--- config.mk ---
export PLATFORM = sky130hd
export DESIGN_NAME = mc_control
export DESIGN_NICKNAME = d
export VERILOG_FILES = /design/src/rtl/mc_control.sv
export SDC_FILE = /design/constraint.sdc
export NUM_CORES = 1
export LEC_CHECK = 0
export BUFFER_PORTS_ARGS = -buffer_cell sky130_fd_sc_hd__buf_2
export CORE_ASPECT_RATIO = 1.25
export CORE_UTILIZATION = 55
export CTS_CLUSTER_DIAMETER = 100
export DETAILED_ROUTE_END_ITERATION = 8
export PLACE_DENSITY = 0.93
export SETUP_SLACK_MARGIN = 0.05
export SLEW_MARGIN = 15
export SYNTH_ARGS = -nofsm -noshare
export SYNTH_HDL_FRONTEND = slang
export SYNTH_SLANG_ARGS = --single-unit
--- constraint.sdc ---
create_clock -name clk -period 3 [get_ports clk]
set_input_delay 0.3 -clock clk [delete_from_list [all_inputs] [get_ports clk]]
set_output_delay 0.3 -clock clk [all_outputs]
set_load 0.02 [all_outputs]
--- src/rtl/mc_control.sv ---
// Multicycle datapath controller: FSM with a memory-wait watchdog and sticky HALT.
// Optional macro MC_CTRL_ADDI_EN adds the addi (001000) execute/writeback states.
module mc_control #(
    parameter int unsigned MEM_WAIT_MAX = 15
) (
    input  logic       clk,
    input  logic       rst,
    input  logic [5:0] op,
    input  logic       zero,
    input  logic       mem_ready,
    output logic       PCWrite,
    output logic       IorD,
    output logic       MemWrite,
    output logic       IRWrite,
    output logic       RegDst,
    output logic       MemtoReg,
    output logic       RegWrite,
    output logic       ALUSrcA,
    output logic [1:0] ALUSrcB,
    output logic [1:0] ALUOp,
    output logic [1:0] PCSrc,
    output logic       err
);

    localparam logic [5:0] OP_RTYPE = 6'b000000;
    localparam logic [5:0] OP_J     = 6'b000010;
    localparam logic [5:0] OP_BEQ   = 6'b000100;
    localparam logic [5:0] OP_LW    = 6'b100011;
    localparam logic [5:0] OP_SW    = 6'b101011;
`ifdef MC_CTRL_ADDI_EN
    localparam logic [5:0] OP_ADDI  = 6'b001000;
`endif

    localparam logic [7:0] WAIT_MAX   = 8'(MEM_WAIT_MAX);
    localparam bit         TIMEOUT_EN = (MEM_WAIT_MAX != 0);

    typedef enum logic [3:0] {
        S_FETCH,
        S_DECODE,
        S_MEMADR,
        S_MEMRD,
        S_MEMWB,
        S_MEMWR,
        S_EXEC,
        S_ALUWB,
        S_BRANCH,
        S_JUMP,
        S_HALT
`ifdef MC_CTRL_ADDI_EN
        ,
        S_ADDIEX,
        S_ADDIWB
`endif
    } state_t;

    state_t     state;
    state_t     state_nxt;
    state_t     cur;
    logic [7:0] wait_cnt;
    logic [7:0] wait_nxt;
    logic       in_wait;
    logic       timeout;
    logic       mr_eff;
    logic       pc_uncond;
    logic       branch;

    // Cycles already spent stalled in the current memory-wait state.
    assign in_wait = (state == S_FETCH) || (state == S_MEMRD) || (state == S_MEMWR);
    assign timeout = TIMEOUT_EN && in_wait && !mem_ready && (wait_cnt == WAIT_MAX);

    always_ff @(posedge clk) begin
        // NOTE: sequential state is updated with non-blocking assignments only.
        if (rst) begin
            state    <= S_FETCH;
            wait_cnt <= '0;
        end else begin
            state    <= state_nxt;
            wait_cnt <= wait_nxt;
        end
    end

    always_comb begin
        // NOTE: defaults first so every path assigns and no latch is inferred.
        state_nxt = state;
        case (state)
            S_FETCH: begin
                if (mem_ready)    state_nxt = S_DECODE;
                else if (timeout) state_nxt = S_HALT;
            end
            S_DECODE: begin
                case (op)
                    OP_LW, OP_SW: state_nxt = S_MEMADR;
                    OP_RTYPE:     state_nxt = S_EXEC;
                    OP_BEQ:       state_nxt = S_BRANCH;
                    OP_J:         state_nxt = S_JUMP;
`ifdef MC_CTRL_ADDI_EN
                    OP_ADDI:      state_nxt = S_ADDIEX;
`endif
                    default:      state_nxt = S_FETCH;
                endcase
            end
            S_MEMADR: state_nxt = (op == OP_SW) ? S_MEMWR : S_MEMRD;
            S_MEMRD: begin
                if (mem_ready)    state_nxt = S_MEMWB;
                else if (timeout) state_nxt = S_HALT;
            end
            S_MEMWB:  state_nxt = S_FETCH;
            S_MEMWR: begin
                if (mem_ready)    state_nxt = S_FETCH;
                else if (timeout) state_nxt = S_HALT;
            end
            S_EXEC:   state_nxt = S_ALUWB;
            S_ALUWB:  state_nxt = S_FETCH;
            S_BRANCH: state_nxt = S_FETCH;
            S_JUMP:   state_nxt = S_FETCH;
`ifdef MC_CTRL_ADDI_EN
            S_ADDIEX: state_nxt = S_ADDIWB;
            S_ADDIWB: state_nxt = S_FETCH;
`endif
            S_HALT:   state_nxt = S_HALT;
            default:  state_nxt = S_FETCH;
        endcase

        // Count only while stalling in place; any move restarts the count at zero.
        wait_nxt = '0;
        if (in_wait && !mem_ready && (state_nxt == state)) begin
            wait_nxt = (wait_cnt == 8'hFF) ? wait_cnt : wait_cnt + 8'd1;
        end
    end

    // While rst is high the outputs already show an idle FETCH cycle.
    assign cur    = rst ? S_FETCH : state;
    assign mr_eff = mem_ready && !rst;

    always_comb begin
        IorD      = 1'b0;
        MemWrite  = 1'b0;
        IRWrite   = 1'b0;
        RegDst    = 1'b0;
        MemtoReg  = 1'b0;
        RegWrite  = 1'b0;
        ALUSrcA   = 1'b0;
        ALUSrcB   = 2'b00;
        ALUOp     = 2'b00;
        PCSrc     = 2'b00;
        pc_uncond = 1'b0;
        branch    = 1'b0;
        err       = 1'b0;
        case (cur)
            S_FETCH: begin
                ALUSrcB   = 2'b01;
                IRWrite   = mr_eff;
                pc_uncond = mr_eff;
            end
            S_DECODE: begin
                ALUSrcB = 2'b11;
                case (op)
                    OP_LW, OP_SW, OP_RTYPE, OP_BEQ, OP_J: err = 1'b0;
`ifdef MC_CTRL_ADDI_EN
                    OP_ADDI: err = 1'b0;
`endif
                    default: err = 1'b1;
                endcase
            end
            S_MEMADR: begin
                ALUSrcA = 1'b1;
                ALUSrcB = 2'b10;
            end
            S_MEMRD: IorD = 1'b1;
            S_MEMWB: begin
                MemtoReg = 1'b1;
                RegWrite = 1'b1;
            end
            S_MEMWR: begin
                IorD     = 1'b1;
                MemWrite = 1'b1;
            end
            S_EXEC: begin
                ALUSrcA = 1'b1;
                ALUOp   = 2'b10;
            end
            S_ALUWB: begin
                RegDst   = 1'b1;
                RegWrite = 1'b1;
            end
            S_BRANCH: begin
                ALUSrcA = 1'b1;
                ALUOp   = 2'b01;
                PCSrc   = 2'b01;
                branch  = 1'b1;
            end
            S_JUMP: begin
                PCSrc     = 2'b10;
                pc_uncond = 1'b1;
            end
`ifdef MC_CTRL_ADDI_EN
            S_ADDIEX: begin
                ALUSrcA = 1'b1;
                ALUSrcB = 2'b10;
            end
            S_ADDIWB: RegWrite = 1'b1;
`endif
            S_HALT:  err = 1'b1;
            default: err = 1'b0;
        endcase
    end

    assign PCWrite = pc_uncond | (branch & zero);

endmodule

Word-level counts from Yosys, hierarchy flattened
Index checks and enable logic that the tools add are counted.

operators by class
  $add $sub $neg = 1
  multipliers = 0
  divide/modulo/power cells = 0
  order comparisons = 0
  eq/ne operators = 23
  shift-type cells = 0
  muxes and demuxes = 22
  bitwise operators = 3
  reductions and logical operators = 17

operator list
  operator                                             count
  case mux 4 bit (7 select lines)                      1
  equality test 4 x 3 -> 1 bit, second input constant  6
  two-way mux 4 bit                                    5
  equality test 4 x 2 -> 1 bit, second input constant  4
  equality test 4 bit, second input constant           4
  case mux 4 bit (4 select lines)                      1
  equality test 6 bit, second input constant           2
  two-way mux 1 bit                                    9
  adder 8 x 1 -> 8 bit, second input constant          1
  equality test 4 x 1 -> 1 bit, second input constant  2
  equality test 8 x 4 -> 1 bit, second input constant  1
  equality test 8 bit, second input constant           1
  logical NOT 4 bit                                    2
  case mux 2 bit (2 select lines)                      2
  OR reduction 2 bit                                   4
  equality test 6 x 2 -> 1 bit, second input constant  1
  equality test 6 x 3 -> 1 bit, second input constant  1
  logical NOT 6 bit                                    1
  case mux 2 bit (3 select lines)                      1
  OR reduction 5 bit                                   1
  equality test 4 bit                                  1
  logical AND 1 bit                                    4
  case mux 1 bit (2 select lines)                      2
  two-way mux 3 bit                                    1
  6 further kinds                                      8

storage, ports and cells
  register bits after elaboration = 12
  latch bits = 0
  bits in writable memories = 0
  memory bits (read-only) = 0
  bits of input ports = 10
  output and inout port bits = 15
  memories kept = 0

Logic depth before layout (Yosys ltp)
Gate-level depths: netlist (run 1).

  depth in word-level cells = 12
  gate-level depth with buffers = 6

Least setup slack after synthesis (run 1)
No wires, ideal clock.

  kind = flip-flop to output port
  from = reg state[2]
  to = out PCSrc[0]
  arrival = 1630 ps
  path slack = 1070 ps
  stages on the path, launching flop included = 6
  path buffers = 2
  cell sequence = dfxtp_1 -> buf_6 -> nand2b_1 -> or2_2 -> nor3_1 -> buf_4

on the way
  word-level cells in the longest chain between the ends = 3

ends and longest elaborated chain
  element                            line  text
  from (decl)                        56    state_t state;
  from (signal assigned)             77    state <= state_nxt;
  two-way mux 4 bit *                132   assign cur = rst ? S_FETCH : state;
  equality test 4 bit                149   case (cur)
  case mux 2 bit (2 select lines) *  149
  to (decl)                          21    output logic [1:0] PCSrc,

Every way passes the cells marked *; elsewhere a longest branch is shown, timed or not.

Worst setup path in the final report (run 1)
  from = reg state[3]
  to = out PCWrite

on the way
  word-level cells in the longest chain between the ends = 5

ends and longest elaborated chain
  element              line  text
  two-way mux 4 bit *  132
  equality test 4 bit  149
  two-way mux 1 bit    149
  AND 1 bit            208   assign PCWrite = pc_uncond | (branch & zero);
  OR 1 bit *           208
  to (decl)            11    output logic PCWrite,

Marks and branches as above.

==> results.sh, run 1 <==
export IMPL_worst_setup_path_start_kind="flop"
export IMPL_cp_max_fo=11
export IMPL_grt_usage_pct=23.2
export IMPL_ys_top_cells_by_area="dfxtp_1, nor3_1, nor2_1"
export IMPL_postRouteAntennaNets=0
export IMPL_multiInputGateArea_um2=617
export IMPL_yosys_warnings=0
export IMPL_cts_buffers=3
export IMPL_drc=0
export IMPL_avgSynthCellArea_um2=7.72
export IMPL_diodes=0
export IMPL_r2r_slack_ns=1.17
export IMPL_powerDensity_nw_per_um2=311
export IMPL_required_ns=2.70
export IMPL_synth_distinct_cells=38
export IMPL_num_vias=988
export IMPL_grt_max_degree=17
export IMPL_die_w_um=38.6
export IMPL_fin_skew_ns=0.00674
export IMPL_clk_transition_reported_paths_ns=0.06
export IMPL_drt_first_iter_violations=25
export IMPL_min_period_over_period_pct=64.6
export IMPL_max_freq_mhz=516
export IMPL_vias_per_cell=6.29
export IMPL_cts_repair_resized=0
export IMPL_row_count=16
export IMPL_min_period_ns=1.94
export IMPL_synth_edf_count=0
export IMPL_cp_slowest_cell="dfxtp_1"
export IMPL_first_global_vias=789
export IMPL_netlist_top_cell_by_area="dfxtp_1"
export IMPL_stdcell_area_um2=1030
export IMPL_synth_ff_type="dfxtp_1"
export IMPL_placed_cell_area_um2=1010
export IMPL_clkLatencyLatePin_ns=0.27
export IMPL_cts_buffer_depth=2
export IMPL_nFillCells=143
export IMPL_antenna_found_initial=0
export IMPL_post_cts_buffers=0
export IMPL_synthCells=119
export IMPL_hp_class="input port to flop"
export IMPL_gp_congestion=0.825
export IMPL_p_leak_nw=0.421
export IMPL_r2r_start="state[0]"
export IMPL_crit_start="state[3]"
export IMPL_placedCellCount=154
export IMPL_reg2regPathDepth=4
export IMPL_max_slew_margin_rel_pct=68.6
export IMPL_cap_violations=0
export IMPL_setup_viol=0
export IMPL_ios=25
export IMPL_worst_slew_pin_transition_ns=0.464
export IMPL_post_drt_wl_per_cell_um=13.2
export IMPL_cts_hold_buf=0
export IMPL_numPortBuffers=24
export IMPL_rsz0062_at_grt="no"
export IMPL_die_area_um2=1840
export IMPL_cts_root_buf="clkbuf_4"
export IMPL_drt_total_wl_mm=2.08
export IMPL_firstDrtPassIters=4
export IMPL_cts_htree_levels=1
export IMPL_postSynth_asyncResetShare_pct=0
export IMPL_grt_pass1_wl_mm=3.04
export IMPL_yosysSeqAreaShare_pct=26.2
export IMPL_area_growth_pct=12.5
export IMPL_max_stage_delay_ns=0.53
export IMPL_cts_sinks=12
export IMPL_final_net_count=152
export IMPL_path_cells="nand2b_1 -> or2_2 -> o22a_1 -> nor2_1 -> buf_2"
export IMPL_final_util_pct=66.2
export IMPL_fin_setup_tns_ns=0
export IMPL_coreArea_um2=1560
export IMPL_finalHoldViolCount=0
export IMPL_cts_tree="done"
export IMPL_start_util_pct=58.8
export IMPL_ys_seq_elements=12
export IMPL_die_height_um=47.7
export IMPL_ir_drop_mv=0.229
export IMPL_status="finished clean"
export IMPL_drv_slew=0
export IMPL_endpoint_kind="output port"
export IMPL_final_cells=157
export IMPL_endpoint="PCWrite"
export IMPL_worstPathArrival_ns=1.64
export IMPL_critical_path_class="flop to output port"
export IMPL_r2r_end="wait_cnt[1]"
export IMPL_dp_hpwl_mm=1.60
export IMPL_seqCellArea_um2=240
export IMPL_final_layout_size_suffix_gt1_share_pct=22.3
export IMPL_synth_area_um2=918
export IMPL_grt_overflow=0
export IMPL_synthesis_nets=130
export IMPL_synth_top_cell_area_share_pct=26.2
## how the worst min path moves through the flow
stage | start | to | cells after the start
5_1_grt | rst | state[1] | 2
4_1_cts | rst | state[1] | 2
3_3_place_gp | wait_cnt[1] | wait_cnt[1] | 2
6_report | rst | state[1] | 2
3_5_place_dp | wait_cnt[6] | wait_cnt[6] | 2
2_1_floorplan | wait_cnt[1] | wait_cnt[1] | 2
## cell families (layout without fill, tap and decap cells)
kind of cell,count (synthesis),count (layout),synth area share (%)
xor gates and xnor gates,5,5,4.77
and+or+nand+nor,61,61,34.6
DFF,12,12,26.2
adders and majority gates,1,1,1.36
buffers and inverters,10,30,6.67
AOI/OAI and AO/OA,27,27,23.0
muxes,3,3,3.41
## power by group
part | internal (mW) | leakage [nW] | switching (mW)
Clock | 0.0464 | 0.0138 | 0.0494
Sequential | 0.163 | 0.0971 | 0.00754
Combinational | 0.0223 | 0.310 | 0.0332
## placed cells by master, fill, tap and decap left out, types with 3 or more instances in the layout
cell type,instances
dfxtp_1,12
nand2_1,9
inv_1,3
nand2b_1,3
buf_2,24
nor4_1,3
o21ai_0,5
nand4_1,3
nor3_1,15
clkbuf_4,3
and3_1,4
nor2_1,12
a31oi_1,3
nand3_1,3
o211ai_1,5
xor2_1,5
## metrics by stage
stage	setup WS [ns]	total power [mW]	hold WS (ns)
floorplan	1.07	0.211	0.516
global placement	1.24	0.227	0.525
detailed placement	1.17	0.229	0.555
CTS	1.07	0.321	0.323
global route	0.933	0.334	0.329
finish	1.06	0.321	0.330
## layer usage
layer | global-route usage [%] | vias to the layer above | part of all wire [%]
met4 | 15.9 | 0 | 2.5
met2 | 43.0 | 49 | 52
met1 | 24.4 | 442 | 40
met3 | 1.86 | 7 | 5.7
met5 | 0 | - | 0
li1 | - | 490 | -
## worst max-delay path, delay by kind of cell, from the launching register on
kind	cells	cell delay, ns
simple gates	3	0.51
buf+inv	1	0.17
flops	1	0.53
compound gates	1	0.17
## flip-flops by register name (all words and copies together) (netlist names)
signal	count
wait_cnt	8
state	4
## synth_stat cells, types with 3 or more instances
master,count
xor2_1,5
nor3_1,15
and3_1,4
nand2b_1,3
o211ai_1,5
dfxtp_1,12
inv_1,3
nand2_1,9
nand4_1,3
nor2_1,12
nand3_1,3
a31oi_1,3
nor4_1,3
o21ai_0,5
## cell type report
class / count / share of cell area [%]
Tap cell: 18 / 2.18
Timing Repair Buffer: 24 / 11.6
Multi-Input combinational cell: 97 / 59.7
Sequential cell: 12 / 23.2
Clock buffer: 3 / 2.18
Inverter: 3 / 1.09
Power figures use the tool's default switching activity.
==> inputs of run 2 (changes only) <==
--- a/config.mk
+++ b/config.mk
@@ -7,10 +7,10 @@
 export LEC_CHECK = 0
 export BUFFER_PORTS_ARGS = -buffer_cell sky130_fd_sc_hd__buf_2
 export CORE_ASPECT_RATIO = 1.25
-export CORE_UTILIZATION = 55
+export CORE_UTILIZATION = 51
 export CTS_CLUSTER_DIAMETER = 100
 export DETAILED_ROUTE_END_ITERATION = 8
-export PLACE_DENSITY = 0.93
+export PLACE_DENSITY = 0.88
 export SETUP_SLACK_MARGIN = 0.05
 export SLEW_MARGIN = 15
 export SYNTH_ARGS = -nofsm -noshare
==> constraint.sdc (replaced) <==
create_clock -name clk -period 1.8 [get_ports clk]
set_input_delay 0.18 -clock clk [delete_from_list [all_inputs] [get_ports clk]]
set_output_delay 0.18 -clock clk [all_outputs]
set_load 0.02 [all_outputs]
==> run 2 against run 1 <==
Compared with the run above: via count increased by 4.8%; count of clock-buffer cells in the layout increased by 1; hold slack worse by 0.12 ns; combinational power up 110%; sequential power increased by 61%; sequential share of layout area is 1.2 points lower; wire length grew 16%; critical path type unchanged; largest cell class unchanged; largest power group unchanged.
==> results.sh, run 2 (synthesis results as in run 1) <==
export IMPL_grt_overflow=0
export IMPL_drt_total_wl_mm=2.41
export IMPL_rsz0062_at_grt="yes"
export IMPL_numPortBuffers=24
export IMPL_row_count=16
export IMPL_path_cells="buf_4 -> inv_2 -> mux2_2 -> nor3_1 -> buf_2"
export IMPL_postRouteAntennaNets=0
export IMPL_cp_max_fo=5
export IMPL_largest_reg_flops=8
export IMPL_antenna_found_initial=0
export IMPL_dp_hpwl_mm=1.85
export IMPL_worst_slew_pin_transition_ns=0.466
export IMPL_final_cells=164
export IMPL_die_area_um2=1980
export IMPL_cts_buffers=3
export IMPL_min_from="rst"
export IMPL_power_frac_seq_pct=45.3
export IMPL_die_w_um=40.0
export IMPL_endpoint_kind="output port"
export IMPL_final_util_pct=69.7
export IMPL_area_growth_pct=23.0
export IMPL_drt_first_iter_violations=16
export IMPL_min_period_over_period_pct=92.7
export IMPL_max_slew_margin_rel_pct=68.5
export IMPL_required_ns=1.62
export IMPL_setup_viol=0
export IMPL_grt_pass1_wl_mm=3.89
export IMPL_fin_skew_ns=0.00204
export IMPL_status="finished clean"
export IMPL_totalPowerFinal_mw=0.603
export IMPL_ios=25
export IMPL_placed_cell_area_um2=1050
export IMPL_cap_violations=0
export IMPL_diodes=0
export IMPL_setup_ws_ns=0.131
export IMPL_vias_per_cell=6.31
export IMPL_placedCellCount=159
export IMPL_switching_share_pct=27.5
export IMPL_die_height_um=49.4
export IMPL_grt_usage_pct=27.1
export IMPL_drc=0
export IMPL_p_switching_mw=0.166
export IMPL_firstDrtPassIters=4
export IMPL_final_cell_mix="buf_2, nor3_1, nor2_1"
export IMPL_clkLatencyLatePin_ns=0.27
export IMPL_post_drt_wl_per_cell_um=14.7
export IMPL_p_comb_share_pct=19.2
export IMPL_dp_slack_ns=0.127
export IMPL_coreArea_um2=1620
export IMPL_cts_buffer_depth=2
export IMPL_fin_setup_tns_ns=0
export IMPL_crit_start="state[1]"
export IMPL_powerDensity_nw_per_um2=534
export IMPL_worstPathArrival_ns=1.49
export IMPL_drv_slew=0
export IMPL_power_frac_clock_pct=35.5
export IMPL_whs_ns=0.209
export IMPL_finalHoldViolCount=0
export IMPL_final_common_cell="buf_2"
export IMPL_start_util_pct=56.6
export IMPL_final_layout_size_suffix_gt1_share_pct=32.9
export IMPL_stdcell_area_um2=1130
export IMPL_p_int_mw=0.437
export IMPL_cts_htree_levels=1
export IMPL_max_stage_delay_ns=0.35
export IMPL_hp_class="input port to flop"
export IMPL_first_global_vias=956
export IMPL_cts_hold_buf=0
export IMPL_cts_tree="done"
export IMPL_final_net_count=158
export IMPL_gp_congestion=0.745
export IMPL_min_period_ns=1.67
export IMPL_clk_transition_reported_paths_ns=0.07
export IMPL_top_regs="wait_cnt (8), state (4)"
export IMPL_critical_path_class="flop to output port"
export IMPL_r2r_start="wait_cnt[0]"
export IMPL_cts_sinks=12
export IMPL_num_vias=1035
export IMPL_p_leak_nw=0.476
export IMPL_top_register="wait_cnt"
export IMPL_ir_drop_mv=0.444
export IMPL_max_freq_mhz=599
export IMPL_cp_slowest_cell="dfxtp_2"
export IMPL_worst_setup_path_start_kind="flop"
export IMPL_grt_max_degree=15
export IMPL_cts_root_buf="clkbuf_4"
-- run 2: routing by layer --
metal	track usage, %	part of all wire (%)
met1	27.8	39
met2	48.7	55
met3	2.74	3.4
met4	14.9	3.4
met5	0	0
-- run 2: power groups by stage --
stage | Sequential (mW) | Clock, mW | Combinational [mW]
2_1_floorplan | 0.282 | 0 | 0.0694
3_3_place_gp | 0.282 | 0 | 0.106
3_5_place_dp | 0.282 | 0 | 0.111
4_1_cts | 0.276 | 0.219 | 0.112
5_1_grt | 0.274 | 0.234 | 0.127
6_report | 0.273 | 0.214 | 0.116
-- run 2: path summary, 6_finish.rpt --
kind | end | slack (ns) | cells past startpoint
setup / recovery | ALUSrcA | 0.13 | 5
hold / removal | state[1] | 0.21 | 2
setup reg to reg | wait_cnt[7] | 0.19 | 5
hold reg to reg | wait_cnt[0] | 0.60 | 2
-- run 2: what timing repair did --
action                     4_1_cts  5_1_grt
setup endpoints to repair        4       14
setup buffers                    0        1
resized for setup                4        9
-- run 2: worst max-delay path, delay by kind of cell, from the launching register on --
kind / cells / cell delay [ns]
buffers and inverters: 3 / 0.41
flip-flops: 1 / 0.35
multiplexers: 1 / 0.33
AND/OR/NAND/NOR: 1 / 0.11
-- run 2: final cells by class --
type	instances	area, um2
Clock buffer	4	36.3
Timing Repair Buffer	30	168
Multi-Input combinational cell	97	643
Inverter	3	11.3
Tap cell	18	22.5
Fill cell	132	492
Sequential cell	12	249
